[config.mk]
export PLATFORM = sky130hd
export DESIGN_NAME = dmx_framer
export DESIGN_NICKNAME = d
export VERILOG_FILES = /design/src/rtl/dmx_framer_pkg.sv /design/src/rtl/dmx_slot_ram.sv /design/src/rtl/dmx_framer.sv
export SDC_FILE = /design/constraint.sdc
export NUM_CORES = 2
export LEC_CHECK = 0
export CAP_MARGIN = 40
export CORE_MARGIN = 4
export CORE_UTILIZATION = 55
export DETAILED_ROUTE_END_ITERATION = 10
export PLACE_DENSITY = 0.75
export SYNTH_ARGS = -nofsm -noshare
export SYNTH_HDL_FRONTEND = slang
export SYNTH_HIERARCHICAL = 1
export SYNTH_SLANG_ARGS = --single-unit
export TNS_END_PERCENT = 100
[constraint.sdc]
create_clock -name CLK12 -period 4.45 [get_ports CLK12]
set_input_delay 1.335 -clock CLK12 [delete_from_list [all_inputs] [get_ports CLK12]]
set_output_delay 1.335 -clock CLK12 [all_outputs]
set_load 0.03 [all_outputs]
[src/rtl/dmx_framer_pkg.sv]
// DMX512 framer shared package: bit-timing defaults, slot limits
// and the framer state encoding.
package dmx_framer_pkg;

  localparam int DMX_CLKS_PER_BIT = 48;
  localparam int DMX_BREAK_BITS   = 22;
  localparam int DMX_MAB_BITS     = 3;
  localparam int DMX_MTBP_BITS    = 0;
  localparam int DMX_MAX_SLOTS    = 512;
  localparam int DMX_SLOT_CELLS   = 11;

  typedef enum logic [2:0] {
    ST_IDLE,
    ST_BREAK,
    ST_MAB,
    ST_SLOT,
    ST_MTBP
  } dmx_state_e;

endpackage

[src/rtl/dmx_slot_ram.sv]
// 1W1R synchronous slot RAM, 8-bit wide, read-before-write.
// Ports: clk, we/waddr/wdata write side, re/raddr/rdata read side.
module dmx_slot_ram
  import dmx_framer_pkg::*;
#(
  parameter int DEPTH = DMX_MAX_SLOTS,
  parameter int AW    = $clog2(DEPTH)
) (
  input  logic          clk,
  input  logic          we,
  input  logic [AW-1:0] waddr,
  input  logic [7:0]    wdata,
  input  logic          re,
  input  logic [AW-1:0] raddr,
  output logic [7:0]    rdata
);

  logic [7:0] mem [DEPTH];

  always_ff @(posedge clk) begin
    if (we) mem[waddr] <= wdata;
    if (re) rdata <= mem[raddr];
  end

endmodule

[src/rtl/dmx_framer.sv]
// DMX512 frame generator: BREAK, MAB, start code, SLOTS x 8N2, MTBP.
// Ports: CLK12, RESET_N, enable, wr_en/wr_addr/wr_data, commit,
// dmx_data, busy, frame_start, commit_pending.
// Option: DMX_DOUBLE_BUFFER_EN selects a two-bank slot buffer.
module dmx_framer
  import dmx_framer_pkg::*;
#(
  parameter int         CLKS_PER_BIT = DMX_CLKS_PER_BIT,
  parameter int         BREAK_BITS   = DMX_BREAK_BITS,
  parameter int         MAB_BITS     = DMX_MAB_BITS,
  parameter int         MTBP_BITS    = DMX_MTBP_BITS,
  parameter int         SLOTS        = DMX_MAX_SLOTS,
  parameter logic [7:0] START_CODE   = 8'h00
) (
  input  logic       CLK12,
  input  logic       RESET_N,
  input  logic       enable,
  input  logic       wr_en,
  input  logic [8:0] wr_addr,
  input  logic [7:0] wr_data,
  input  logic       commit,
  output logic       dmx_data,
  output logic       busy,
  output logic       frame_start,
  output logic       commit_pending
);

  localparam int TW = $clog2(CLKS_PER_BIT);
  localparam int CW = 16;
  localparam logic [TW-1:0] T_LAST = TW'(CLKS_PER_BIT - 1);

  dmx_state_e    state_q, state_d;
  logic [TW-1:0] tmr_q, tmr_d;
  logic [CW-1:0] cell_q, cell_d;
  logic [9:0]    slot_q, slot_d;
  logic [7:0]    shreg_q, shreg_d;
  logic          line_d, fs_d, wrap;
  logic          re;
  logic [8:0]    raddr;
  logic [7:0]    rd_byte;

  // Next state and bit/cell/slot counters
  always_comb begin
    state_d = state_q;
    tmr_d   = tmr_q;
    cell_d  = cell_q;
    slot_d  = slot_q;
    shreg_d = shreg_q;
    wrap    = (tmr_q == T_LAST);
    if (state_q != ST_IDLE) tmr_d = wrap ? '0 : tmr_q + TW'(1);
    if (wrap) cell_d = cell_q + CW'(1);
    unique case (state_q)
      ST_IDLE: begin
        tmr_d  = '0;
        cell_d = '0;
        if (enable) state_d = ST_BREAK;
      end
      ST_BREAK: begin
        if (wrap && cell_q == CW'(BREAK_BITS - 1)) begin
          state_d = ST_MAB;
          cell_d  = '0;
        end
      end
      ST_MAB: begin
        if (wrap && cell_q == CW'(MAB_BITS - 1)) begin
          state_d = ST_SLOT;
          cell_d  = '0;
          slot_d  = '0;
        end
      end
      ST_SLOT: begin
        if (wrap) begin
          // Byte lands at the end of the start bit
          if (cell_q == '0)
            shreg_d = (slot_q == '0) ? START_CODE : rd_byte;
          else
            shreg_d = shreg_q >> 1;
          if (cell_q == CW'(DMX_SLOT_CELLS - 1)) begin
            cell_d = '0;
            if (slot_q == 10'(SLOTS)) begin
              if (MTBP_BITS == 0)
                state_d = enable ? ST_BREAK : ST_IDLE;
              else
                state_d = ST_MTBP;
            end else begin
              slot_d = slot_q + 10'd1;
            end
          end
        end
      end
      ST_MTBP: begin
        if (wrap && cell_q == CW'(MTBP_BITS - 1)) begin
          state_d = enable ? ST_BREAK : ST_IDLE;
          cell_d  = '0;
        end
      end
      default: state_d = ST_IDLE;
    endcase
  end

  // Line level for the state being entered
  always_comb begin
    line_d = 1'b1;
    unique case (1'b1)
      state_d == ST_BREAK:
        line_d = 1'b0;
      state_d == ST_SLOT && cell_d == '0:
        line_d = 1'b0;
      state_d == ST_SLOT && cell_d >= CW'(1)
        && cell_d <= CW'(8):
        line_d = shreg_d[0];
      default:
        line_d = 1'b1;
    endcase
  end

  assign fs_d = (state_d == ST_BREAK) && (state_q != ST_BREAK);

  always_ff @(posedge CLK12 or negedge RESET_N) begin
    if (!RESET_N) begin
      state_q     <= ST_IDLE;
      tmr_q       <= '0;
      cell_q      <= '0;
      slot_q      <= '0;
      shreg_q     <= '0;
      dmx_data    <= 1'b1;
      busy        <= 1'b0;
      frame_start <= 1'b0;
    end else begin
      state_q     <= state_d;
      tmr_q       <= tmr_d;
      cell_q      <= cell_d;
      slot_q      <= slot_d;
      shreg_q     <= shreg_d;
      dmx_data    <= line_d;
      busy        <= (state_d != ST_IDLE);
      frame_start <= fs_d;
    end
  end

  // One read per data slot, on the first clock of its start bit
  assign re = (state_q == ST_SLOT) && (cell_q == '0)
           && (tmr_q == '0) && (slot_q != '0);
  assign raddr = 9'(slot_q - 10'd1);

`ifdef DMX_DOUBLE_BUFFER_EN
  logic bank_q;

  // Swap on BREAK entry; a commit seen on that edge waits a frame
  always_ff @(posedge CLK12 or negedge RESET_N) begin
    if (!RESET_N) begin
      bank_q         <= 1'b0;
      commit_pending <= 1'b0;
    end else if (fs_d) begin
      bank_q         <= bank_q ^ commit_pending;
      commit_pending <= commit;
    end else if (commit) begin
      commit_pending <= 1'b1;
    end
  end

  dmx_slot_ram #(.DEPTH(2 * DMX_MAX_SLOTS)) u_ram (
    .clk   (CLK12),
    .we    (wr_en),
    .waddr ({~bank_q, wr_addr}),
    .wdata (wr_data),
    .re    (re),
    .raddr ({bank_q, raddr}),
    .rdata (rd_byte)
  );
`else
  logic unused_commit;
  assign unused_commit  = commit;
  assign commit_pending = 1'b0;

  dmx_slot_ram #(.DEPTH(DMX_MAX_SLOTS)) u_ram (
    .clk   (CLK12),
    .we    (wr_en),
    .waddr (wr_addr),
    .wdata (wr_data),
    .re    (re),
    .raddr (raddr),
    .rdata (rd_byte)
  );
`endif

endmodule

After elaboration in Yosys (flattened, before gate mapping)
Memories as Yosys holds them, arrays and structs flattened. A register that Yosys moved wholly into a read port is not among the register bits. Index checks and enable logic that the tools add are counted.

Mux-type cells: 31. Add/subtract/negate cells: 4. Reductions and logical operators: 23. Equal/unequal tests: 17. $lt $le $gt $ge: 2.

Operator list (count): 2-to-1 mux 16 bit (6); case mux 16 bit (5 select lines) (1); 2-to-1 mux 10 bit (4); zero test 16 bit (2); 2-to-1 mux 3 bit (7); case mux 10 bit (2 select lines) (1); 2-to-1 mux 6 bit (3); adder 16 x 1 -> 16 bit, second input constant (1); == test 16 bit, second input constant (1); == test 16 x 2 -> 1 bit, second input constant (1); == test 16 x 4 -> 1 bit, second input constant (1); == test 16 x 5 -> 1 bit, second input constant (1); >= comparator 16 x 1 -> 1 bit, second input constant (1); <= comparator 16 x 4 -> 1 bit, second input constant (1); 2-to-1 mux 8 bit (2); case mux 3 bit (5 select lines) (1); adder 10 x 1 -> 10 bit, second input constant (1); == test 10 bit, second input constant (1); logical AND 1 bit (10); zero test 10 bit (1); nonzero test 10 bit (1); == test 3 x 2 -> 1 bit, second input constant (3); subtractor 9 x 1 -> 9 bit, second input constant (1); != test 2 bit, second input constant (4); other kinds (14) (21).

Output and inout bits: 4. Memory bits (writable): 4096. Logic and storage cells: 87. Input port bits: 22. Register bits: 46. Memories: 1.

Memories: u_ram.mem (depth 512, bits a word 8, read ports 1, clocked after memory_dff 1, wr ports 1, RTL line dmx_slot_ram.sv:18) `logic [7:0] mem [DEPTH];`.

Logic depth before layout (Yosys ltp)
Depth after elaboration: 9. Gate-level depth with buffers: 15. Mapped depth without buffers: 12.

By module
Netlist, hierarchy kept.

By module, submodules not included: dmx_slot_ram (cells an instance 8030, seq. area each 123238.2 um2, instances 1, area an instance 160007.2 um2); dmx_framer (cells an instance 338, seq. area each 1152.4 um2, instances 1, area an instance 2929.1 um2).

Worst setup path before layout
No wires, ideal clock.

Kind: register to register. From: reg slot_q[3]. To: reg u_ram.rdata[3], read port of u_ram.mem, data pin. Required time: 4.317 ns. Cell stages (with the launch flop): 14. Setup time: 0.133 ns. Clock period less this slack: 3.312 ns. Slack: 1.138 ns. Arrival: 3.179 ns. Path buffers: 3. Cells stage by stage: dfrtp_1 -> clkbuf_1 -> or4_1 -> nor4_1 -> xor2_1 -> or3_1 -> or2_2 -> clkbuf_1 -> buf_2 -> nor3_1 -> nor4_1 -> o311ai_0 -> nor4_1 -> o2111a_1.

Elaborated cells between the ends (all ways): 3. Those cells by class: add/sub: 1; reduce/logical: 2.

RTL lines: start: declaration (RTL line dmx_framer.sv:35) `logic [9:0] slot_q, slot_d;`; start signal: assignment (RTL line dmx_framer.sv:133) `slot_q <= slot_d;`; subtractor 9 x 1 -> 9 bit (RTL line dmx_framer.sv:144) `assign raddr = 9'(slot_q - 10'd1);`; named net raddr[7] (RTL line dmx_framer.sv:39) `logic [8:0] raddr;`; end: declaration (RTL line dmx_slot_ram.sv:15) `output logic [7:0] rdata`.

The timed path passes the listed nets, and every way through them passes these cells. A chain may end at the register's enable or synchronous reset.

Worst setup path in the final report
From: reg slot_q[0]. To: reg u_ram.rdata[0], read port of u_ram.mem, data pin.

Same word-level chain as after synthesis.

==> run_results.csv <==
group,metric,value,unit
clock_network,cts_tree,"done",
critical_path,crit_required,5120,ps
floorplanning,boundaryPins,26,
global_routing,grt_pass1_wl,595,mm
final_layout,area_growth,13.4,%
synth,synthArstFlopShare,1.11,%
outcome,status,"complete, no violations",
power,finalPower,76.5,mW
clock_network,clk_latency,930,ps
clock_network,cts_hold_buf,0,
critical_path,path_class,"reg2reg",
clock_network,cts_made_buffers,390,
power,peakVddDrop,0.293,mV
place,place_inst,12500,
synth,synthMostInstantiatedCell,"edfxtp_1",
sta,tightest_slew,1050,ps
floorplanning,initial_core_util,55.4,%
sta,finalCriticalPeriod,4400,ps
detailed_routing,avgViaCountPerCell,6.60,
detailed_routing,wl_per_cell,30.6,um
synth,synth-seq-cells,4150,
floorplanning,core,294000,um2
critical_path,arrival,5070,ps
detailed_routing,ant_nets,0,
sta,tns,0,ps
floorplanning,die_w,552,um
place,portBuffers,23,
detailed_routing,vias,87400,
critical_path,worst_setup_path_end_kind,"flip-flop",
clock_network,clkSinkCount,4150,
synth,synth_cell_types,75,
detailed_routing,wl,406,mm
sta,setup_violations,0,
synth,syn_avg_cell_area,19.5,um2
global_routing,grt_max_degree,161,
synth,synthTopCellsByArea,"edfxtp_1 76%, mux4_2 9.0%, mux2i_1 4.9%",
synth,synth_top_area_share,75.6,%
synth,synth-edff-count,4104,
detailed_routing,drt_iter0_markers,12700,
synth,yosysWarnings,6,
clock_network,clk_root_buffer_cell,"clkbuf_16",
critical_path,crit_fanout,16,
sta,finalHoldViolCount,0,
synth,yosysSeqAreaShare,76.3,%
min_path,min_path_type,"in2async",
final_layout,drive_above_1_share,22.0,%
floorplanning,rows,199,
synth,synthCells,8368,
power,p_per_area,414,nW/um2
global_routing,antenna_found_initial,14,
clock_network,clkTransAtPathRegs,60,ps
sta,rsz0062_at_grt,"no",
place,hpwl,245,mm
synth,synth_flop_cell,"edfxtp_1",
clock_network,clockBufferDepth,4,
clock_network,htree_levels,5,
synth,synth_largest_area_cell,"edfxtp_1",
global_routing,grt.total_usage,26.3,%
sta,slew_headroom,30.0,%
final_layout,nets,9041,
flow_run,drv_cap,0,
floorplanning,die_area,305000,um2
final_layout,stdcell_count,13300,
critical_path,startpoint_type,"flip-flop",
sta,max_freq,0.227,GHz
sta,drv_slew,0,
synth,ys_top_cells_by_count,"4,104 x edfxtp_1, 797 x mux2i_1, 654 x mux4_2, 647 x nor2_1, 371 x o221ai_1",
detailed_routing,dr.pass1.iters,9,
power,p_leak,64.5,nW
final_layout,fill_cells,19200,
floorplanning,die_h,552,um
global_routing,grt_pass1_vias,86500,
sta,fin_skew,62.9,ps
detailed_routing,drc,0,
sta,period_share,99.0,%
synth,syn_nets,8398,
place,gp_congestion,0.939,
global_routing,gr-total-overflow,0,
synth,syn_area,163000,um2
-- where the power goes --
group	leakage [nW]	internal, mW	switching, mW	total, mW
registers	37.5	43.0	0.0485	43.0
logic	21.0	0.203	0.919	1.12
clock network	6.07	18.3	14.1	32.4
total	64.5	61.5	15.1	76.5
-- what timing repair did --
action / 4_1_cts / 5_1_grt
buffers inserted: 8 / 4
resized for setup: 20 / 10
pin swaps: 2 / 2
endpoints found under the setup margin: 8 / 8
gates cloned: 1 / 0
-- worst max-delay path, stage by stage (launching register included) --
cell,delay (ps)
dfrtp_2,490
nor3_1,290
buf_4,190
xor2_4,590
nor2b_2,500
nand2_1,100
buf_4,290
o31ai_1,470
nor4_1,130
nand4_1,260
o21ai_0,230
buf_2,230
buf_4,140
o2111a_1,220
-- registers in the layout (all words and copies together) (netlist names) --
register     cells
busy             1
slot_q          10
state_q          3
u_ram/rdata      8
frame_start      1
tmr_q            6
u_ram/mem     4096
shreg_q          8
cell_q          16
dmx_data         1
-- layer usage --
metal	vias up	routed length [um]	track usage [%]
met2	5714	190000	40.7
met1	44900	150000	37.4
met5	-	44	0
met3	840	47700	4.98
li1	35900	-	-
met4	6	18000	10.3
-- through the flow --
stage | util, % | setup slack [ps] | area, um2 | hold WS, ps
finish | 62.8 | 46.0 | 185000 | 479
global route | 62.8 | 46.7 | 185000 | 511
CTS | 62.7 | 8.50 | 185000 | 467
detailed placement | 58.5 | -329 | 172000 | 470
global placement | 58.4 | -496 | 172000 | 467
floorplan | - | 1140 | 163000 | 440
-- worst paths after layout --
kind / depth (start not counted) / slack (ps) / start / end
worst max register to register: 13 / 50 / slot_q[0] / u_ram/rdata[0]
worst max-delay path: 13 / 50 / slot_q[0] / u_ram/rdata[0]
max in group asynchronous: 2 / 3390 / RESET_N / slot_q[0]
min in group CLK12: 2 / 490 / u_ram/rdata[7] / shreg_q[7]
worst min register to register: 2 / 490 / u_ram/rdata[7] / shreg_q[7]
worst min-delay path: 2 / 480 / RESET_N / frame_start
-- kinds of logic (layout without fill, tap and decap cells) --
| family | after synthesis | after routing | synth area share (%) |
|---|---|---|---|
| muxes | 1452 | 1452 | 13.9 |
| buffers and inverters | 551 | 1506 | 1.91 |
| DFF | 4150 | 4150 | 76.3 |
| other | 1 | 11 | 0.00230 |
| xor gates and xnor gates | 39 | 39 | 0.210 |
| AOI/OAI and AO/OA | 1023 | 1023 | 4.43 |
| and+or+nand+nor | 1143 | 1143 | 3.10 |
| adders and majority gates | 9 | 9 | 0.0676 |
-- placed cells by master (no fill, tap or decap), types with 127 or more instances in the layout --
| cell type | synthesis | final |
|---|---|---|
| clkbuf_16 | 0 | 397 |
| o22ai_1 | 163 | 162 |
| mux4_2 | 654 | 654 |
| mux2i_1 | 797 | 797 |
| a21oi_1 | 199 | 197 |
| o221ai_1 | 371 | 371 |
| edfxtp_1 | 4104 | 4104 |
| o21ai_0 | 129 | 127 |
| buf_4 | 71 | 657 |
| nor2_1 | 647 | 647 |
-- layout make-up --
class                           instances  area, um2  share of cell area, %
Tap cell                             3919       4900                   2.65
Inverter                               19        104                 0.0562
Timing Repair Buffer                  783       7200                   3.90
Clock buffer                          476      10300                   5.60
Clock inverter                        228       1980                   1.07
Antenna cell                           10       25.0                 0.0135
Sequential cell                      4150     124000                   67.3
Multi-Input combinational cell       3667      35800                   19.4
(Power assumes the default switching activity.)
